===== src/rtl/cnn_sample_loader.sv =====
// Ping-pong sample loader for the CNN: assembles streamed Q8.8 samples into two banks
// and hands each full bank to the CNN with a start pulse, releasing it on done.
//
// fill FSM   | meaning
// FILL       | writing words into bank[wr_bank]; stalls while that bank is full
// DROP       | resyncing after a missing s_last; swallow words up to the next s_last
//
// dispatch   | meaning
// D_IDLE     | waiting for bank[rd_bank] to become full
// D_START    | one-cycle cnn_start pulse
// D_WAIT     | CNN running on bank[rd_bank]; waiting for cnn_done rising edge
module cnn_sample_loader #(
    parameter int IMG_SIZE = 4,
    parameter int DATA_W   = 16,
    parameter int CNT_W    = 16
) (
    input  logic                                          clk,
    input  logic                                          rst,
    input  logic                                          s_valid,
    input  logic [DATA_W-1:0]                             s_data,
    input  logic                                          s_last,
    output logic                                          s_ready,
    output logic [IMG_SIZE-1:0][IMG_SIZE-1:0][DATA_W-1:0] image,
    output logic signed [DATA_W-1:0]                      label,
    output logic                                          cnn_start,
    input  logic                                          cnn_done,
    output logic                                          busy,
    output logic [CNT_W-1:0]                              sample_count,
    output logic                                          err_framing
);
    localparam int RC_W = (IMG_SIZE > 1) ? $clog2(IMG_SIZE) : 1;
    localparam logic [RC_W-1:0] RC_LAST = RC_W'(IMG_SIZE - 1);

    localparam logic [0:0] FILL = 1'b0;
    localparam logic [0:0] DROP = 1'b1;

    localparam logic [1:0] D_IDLE  = 2'd0;
    localparam logic [1:0] D_START = 2'd1;
    localparam logic [1:0] D_WAIT  = 2'd2;

    logic [1:0][IMG_SIZE-1:0][IMG_SIZE-1:0][DATA_W-1:0] bank_img;
    logic [1:0][DATA_W-1:0]                             bank_lbl;
    logic [1:0]      bank_full;
    logic            wr_bank;
    logic            rd_bank;
    logic [0:0]      fill_state;
    logic [1:0]      disp_state;
    logic [RC_W-1:0] row;
    logic [RC_W-1:0] col;
    logic            lbl_phase;
    logic            done_q;

    logic       xfer;
    logic       fill_done;
    logic       done_rise;
    logic       release_bank;
    logic [1:0] set_mask;
    logic [1:0] clr_mask;

    // rst is folded in so the stream sees no ready while the loader is held in reset
    assign s_ready      = rst && ((fill_state == DROP) || !bank_full[wr_bank]);
    assign xfer         = s_valid && s_ready;
    assign fill_done    = xfer && (fill_state == FILL) && lbl_phase && s_last;
    assign done_rise    = cnn_done && !done_q;
    assign release_bank = (disp_state == D_WAIT) && done_rise;
    assign set_mask     = {fill_done && wr_bank, fill_done && !wr_bank};
    assign clr_mask     = {release_bank && rd_bank, release_bank && !rd_bank};

    assign cnn_start = (disp_state == D_START);
    assign busy      = (disp_state == D_WAIT);
    assign image     = bank_img[rd_bank];
    assign label     = bank_lbl[rd_bank];

    always_ff @(posedge clk or negedge rst) begin
        if (!rst) begin
            bank_img    <= '0;
            bank_lbl    <= '0;
            wr_bank     <= 1'b0;
            fill_state  <= FILL;
            row         <= '0;
            col         <= '0;
            lbl_phase   <= 1'b0;
            err_framing <= 1'b0;
        end else if (xfer) begin
            if (fill_state == DROP) begin
                if (s_last) begin
                    fill_state <= FILL;
                end
            end else if (!lbl_phase) begin
                if (s_last) begin
                    err_framing <= 1'b1;
                    row         <= '0;
                    col         <= '0;
                end else begin
                    bank_img[wr_bank][row][col] <= s_data;
                    if (col == RC_LAST) begin
                        col <= '0;
                        if (row == RC_LAST) begin
                            row       <= '0;
                            lbl_phase <= 1'b1;
                        end else begin
                            row <= row + RC_W'(1);
                        end
                    end else begin
                        col <= col + RC_W'(1);
                    end
                end
            end else begin
                lbl_phase <= 1'b0;
                if (s_last) begin
                    bank_lbl[wr_bank] <= s_data;
                    wr_bank           <= !wr_bank;
                end else begin
                    err_framing <= 1'b1;
                    fill_state  <= DROP;
                end
            end
        end
    end

    // Set and clear always target different banks, so both may land in one cycle
    always_ff @(posedge clk or negedge rst) begin
        if (!rst) begin
            bank_full <= 2'b00;
        end else begin
            bank_full <= (bank_full | set_mask) & ~clr_mask;
        end
    end

    always_ff @(posedge clk or negedge rst) begin
        if (!rst) begin
            disp_state   <= D_IDLE;
            rd_bank      <= 1'b0;
            sample_count <= '0;
            done_q       <= 1'b0;
        end else begin
            done_q <= cnn_done;
            case (disp_state)
                D_IDLE: begin
                    if (bank_full[rd_bank]) begin
                        disp_state <= D_START;
                    end
                end
                D_START: begin
                    disp_state <= D_WAIT;
                end
                D_WAIT: begin
                    if (done_rise) begin
                        rd_bank      <= !rd_bank;
                        sample_count <= sample_count + CNT_W'(1);
                        disp_state   <= D_IDLE;
                    end
                end
                default: begin
                    disp_state <= D_IDLE;
                end
            endcase
        end
    end
endmodule


===== config.mk =====
export PLATFORM = sky130hd
export DESIGN_NAME = cnn_sample_loader
export DESIGN_NICKNAME = d
export VERILOG_FILES = /design/src/rtl/cnn_sample_loader.sv
export SDC_FILE = /design/constraint.sdc
export NUM_CORES = 1
export LEC_CHECK = 0
export CORE_MARGIN = 2
export CORE_UTILIZATION = 56
export CTS_CLUSTER_SIZE = 30
export DETAILED_ROUTE_END_ITERATION = 10
export PLACE_DENSITY = 0.81
export SYNTH_ARGS = -nofsm -noshare
export SYNTH_HDL_FRONTEND = slang
export SYNTH_SLANG_ARGS = --single-unit

===== constraint.sdc =====
create_clock -name clk -period 2.3 [get_ports clk]
set_input_delay 0.46 -clock clk [delete_from_list [all_inputs] [get_ports clk]]
set_output_delay 0.46 -clock clk [all_outputs]
set_load 0.01 [all_outputs]

## After elaboration in Yosys (flattened, before gate mapping)

Index checks and enable logic that the tools add are counted.

- Register bits: 574
- Bits of input ports: 21
- Output and inout bits: 292
- Logic and storage cells: 134

- Add/subtract/negate cells: 3
- Magnitude comparators: 7
- Equal/unequal tests: 7
- Multiplexer cells: 36
- Bitwise gates (word level): 6
- Reduce and logical (&&, ||, !) cells: 30

Operator list:

| cell | count |
|---|---|
| 256-bit 2-to-1 mux | 3 |
| 512-bit bitwise mux | 1 |
| 256-bit demux with 1-bit select | 1 |
| 64-bit demux with 2-bit select | 1 |
| 16-bit 2-to-1 mux | 4 |
| 64-bit 2-to-1 mux | 1 |
| 32-bit bitwise mux | 1 |
| 16-bit demux with 2-bit select | 1 |
| 16-bit by 1-bit adder with 16-bit output (second input constant) | 1 |
| 16-bit demux with 1-bit select | 1 |
| 4-bit AND reduction | 4 |
| 1-bit logical AND | 14 |
| 1-bit 2-to-1 mux | 14 |
| 2-bit 2-to-1 mux | 7 |
| 2-bit equality test (second input constant) | 3 |
| 2-bit by 3-bit < comparator with 1-bit output (second input constant) | 2 |
| 2-bit one-hot mux with 3 select lines | 1 |
| 2-bit AND reduction | 3 |
| 2-bit by 1-bit adder with 2-bit output (second input constant) | 2 |
| 2-bit by 1-bit greater-or-equal comparator with 1-bit output (second input constant) | 2 |
| 1-bit zero test | 4 |
| 1-bit by 2-bit < comparator with 1-bit output (second input constant) | 2 |
| 2-bit != test (second input constant) | 2 |
| 2-bit nonzero test | 2 |
| 10 further kinds | 12 |

## Longest topological paths before layout

- Word-level depth: 12
- Gate-level depth with buffers: 8
- Depth with buffers taken out: 6

## Worst setup path before layout

Ideal clock, no wire load.

- Kind: input to register
- Start: input s_last
- End: register bank_img[341] in the netlist's numbering
- Arrival time: 1.840 ns
- Data required time: 2.175 ns
- Path slack: 0.335 ns
- Stages: 8
- Buffers on the path: 2
- Cells stage by stage: inv_1 > ha_1 > nand3b_1 > nor4_4 > and2_1 > buf_4 > buf_6 > mux2_2

- Word-level cells in the longest chain between the ends: 2

Ends and longest elaborated chain:

| element | line | text |
|---|---|---|
| start: declaration | 21 | `input logic s_last,` |
| 1-bit NOT (no line) | -- |  |
| 4-bit AND reduction (no line) | -- |  |
| end signal: indexed assignment | 95 | `bank_img[wr_bank][row][col] <= s_data;` |
| end: declaration | 41 | `logic [1:0][IMG_SIZE-1:0][IMG_SIZE-1:0][DATA_W-1:0] bank_img;` |

Every way passes these cells.
A chain may end at the register's enable or synchronous reset.

==> flow_summary_export.csv <==
group,metric,value,unit
sta,maxSlewViolCount,0,
sta,finalSetupViolations,273,
drt,via_count,15396,
drt,ant_nets,0,
sta,finalHoldWorstSlack,22.2,ps
sta,worst_clock_skew,39.6,ps
clock_network,path_clk_slew,60,ps
global_route,grt_pass1_vias,16645,
finish,fin_nets,2142,
drt,totalWireLength,64.0,mm
critical_path,required,1840,ps
clock_network,cts.path.max_buffers,3,
logic_synthesis,post_synth.cell_area_avg,15.3,sq um
global_route,grt_max_degree,192,
logic_synthesis,dominant_combinational_cell_family_by_area_after_synthesis,"multiplexers",
sta,grt_setup_unrepaired,"true",
logic_synthesis,synth_compound_gate_area_share,0.00331,
critical_path,max_fanout_on_critical_path,16,
placed_design,detailedPlace.worstSlack,-210,ps
logic_synthesis,yosys.area_share.simple,0.0291,
drt,drt_pass1_iterations,5,
logic_synthesis,synth_top_cells_by_area,"dfrtp_1 56%, mux2_2 33%, mux2_4 3.1%, buf_6 1.0%, clkbuf_1 0.82%",
placed_design,place.detailed.hpwl,40.7,mm
floorplanning,ios,313,
drt,via_per_inst,5.59,
critical_path,endpoint_kind,"primary output",
logic_synthesis,asyncSetResetFlopFracSynth,1.00,
critical_path,crit_path_max_incr_delay,530,ps
min_path,hp-class,"in2async",
critical_path,reg2reg_depth,8,
sta,final_hold_viol_count,0,
clock_network,cts_buffers,59,
finish,fin_cells,2752,
drt,wl_per_cell,23.3,um
logic_synthesis,synth.area.mux_share,0.366,
logic_synthesis,synth_enable_flop_cells,0,
power_and_ir_drop,p_leak,18.2,nW
sta,fin_crit_sh,1.22,
logic_synthesis,ys_warn_count,0,
drt,initial_detailed_routing_violation_count,863,
floorplanning,die_h,218,um
floorplanning,die_w,218,um
clock_network,cts.sink_count,574,
logic_synthesis,yosys.area.top_type,"dfrtp_1",
logic_synthesis,yosys.area_share.xor_xnor,0.00546,
placed_design,gpl.final_weighted_congestion,0.786,
finish,share_of_final_layout_standard_cells_stronger_than_drive_strength_1,0.589,
run_status,run_status,"complete, but fails checks",
power_and_ir_drop,areal_power_density_over_the_cells,903,nW/um^2
logic_synthesis,synth-adder-area-share,0.00585,
critical_path,timing.critical_path.mode_cell,"buf_12",
drt,drcViolationCount,0,
finish,final.fill_count,2797,
logic_synthesis,synth.net_count,1707,
critical_path,path_class,"reg2out",
power_and_ir_drop,post-layout-total-power,0.0299,W
global_route,antenna_violations_before_repair,1,
sta,timing_worst_slew_pin_value,1090,ps
sta,max_freq,0.355,GHz
logic_synthesis,synth_top_area_frac,0.559,
placed_design,port_buffers,312,
logic_synthesis,synth.ff_latch_count,574,
power_and_ir_drop,vdd.ir_drop.worst,0.000715,V
logic_synthesis,post_synth_num_cell_types,49,
clock_network,root_buffer,"clkbuf_16",
logic_synthesis,synthesis.area,25700,sq um
floorplanning,design.core.area,45300,sq um
job,max_cap_viols,0,
floorplanning,initial_utilization,0.567,
global_route,overall_fraction_of_global_route_tracks_in_use,0.268,
logic_synthesis,ys.flop_type,"dfrtp_1",
run_status,failed_checks,"negative setup slack",
sta,worst_slew_margin_rel,0.276,
clock_network,clk_latency,630,ps
placed_design,place_inst,2566,
critical_path,critical-path-slowest-cell,"dfrtp_4",
logic_synthesis,synth.yosys.seq_area_share,0.559,
clock_network,clock_tree.htree_level_count,2,
sta,min_period,2820,ps
floorplanning,placementRows,78,
global_route,grt_pass1_wl,97.8,mm
sta,setup_slack,-517,ps
finish,syn_to_final_growth,29.1,%
critical_path,crit_arrival,2360,ps
sta,final.setup.tns,-61210,ps
floorplanning,die-area,47600,sq um
global_route,grt_remaining_overflow,0,
critical_path,start_kind,"flip-flop",
logic_synthesis,postSynthCellCount,1674,
clock_network,tritoncts,"yes",
critical_path,cells_traversed_along_the_worst_timing_path,"buf_12 > buf_12 > mux2_2 > clkdlybuf4s50_1",
-- where the power goes --
part           internal, W  leakage [nW]  switching [W]
combinational      0.00470          9.32        0.00350
sequential          0.0113          7.87       0.000674
clock              0.00574         0.975        0.00397
total               0.0218          18.2        0.00814
-- state kept, by name, indices dropped and copies added, names as in the netlist --
signal,cells
wr_bank,1
fill_state,1
disp_state,2
done_q,1
row,2
lbl_phase,1
err_framing,1
col,2
bank_img,512
bank_full,2
rd_bank,1
bank_lbl,32
sample_count,16
-- cells in the mapped netlist, drive strengths merged (3+ instances only) --
cell,n
mux2,816
dfrtp,574
buf,71
clkbuf,57
nand2,34
nor2,23
nand3,20
ha,12
xnor2,11
inv,8
and2,6
xor2,5
nand4,3
nor3,3
nor4,3
or3,3
-- final timing paths --
| check | from | end | slack, ps |
|---|---|---|---|
| max | rd_bank | image[55] | -520 |
| min in group clk | rst | fill_state | 240 |
| max in group asynchronous | rst | bank_img[432] | 170 |
| min | rst | bank_img[227] | 20 |
| max reg2reg | lbl_phase | bank_img[77] | 180 |
| min reg2reg | sample_count[15] | sample_count[15] | 480 |
-- critical path: cells and delay by family, from the launching register on --
kind,cells,cell delay (ps)
buffers and inverters,3,840
DFF,1,530
muxes,1,350
-- per-layer routing --
metal	global-route usage	wire, um	share of wire
met3	0.0451	2780	0.043
met1	0.359	27700	0.43
met2	0.449	31800	0.50
met4	0.0866	1680	0.026
met5	0	0	0
-- kinds of logic (layout without fill, tap and decap cells) --
logic type / after synthesis / count (layout)
buffers and inverters: 136 / 613
adder cells (fa/ha/maj): 12 / 12
flip-flops: 574 / 574
AO/OA/AOI/OAI: 11 / 11
AND/OR/NAND/NOR: 107 / 107
other: 0 / 1
multiplexers: 818 / 818
XOR/XNOR: 16 / 16
-- final cells by class --
type | instances | area (sq um) | area share
flip-flops and latches | 574 | 14400 | 0.434
multi-input cells | 964 | 10700 | 0.323
repair buffers | 502 | 5330 | 0.161
clock buffers | 89 | 1780 | 0.0537
well taps | 600 | 751 | 0.0226
clock inverters | 14 | 189 | 0.00570
inverters | 8 | 30.0 | 0.000906
diodes | 1 | 2.50 | 0.0000755
-- layout by cell type (no fill, tap or decap), drive strengths merged, types with 5 or more instances in the layout --
master / n
mux2: 816
dfrtp: 574
buf: 247
clkbuf: 152
dlymetal6s2s: 94
clkdlybuf4s50: 44
dlygate4sd2: 43
nand2: 34
nor2: 23
nand3: 20
ha: 12
xnor2: 11
clkdlybuf4s15: 10
inv: 9
clkinv: 9
and2: 6
xor2: 5
-- per-stage QoR --
stage / instance area (sq um) / utilization
6_report: 33200 / 0.732
5_1_grt: 33200 / 0.732
4_1_cts: 32600 / 0.720
3_5_place_dp: 30300 / 0.670
3_3_place_gp: 30300 / 0.670
2_1_floorplan: 25700 / -
-- timing repair --
action	4_1_cts	5_1_grt
hold buffers	1	0
setup endpoints to repair	274	337
cloned	1	2
setup buffers	29	49
endpoints found under the hold margin	19	0
pin swaps	0	0
resized for setup	308	356
(Power assumes the default switching activity.)
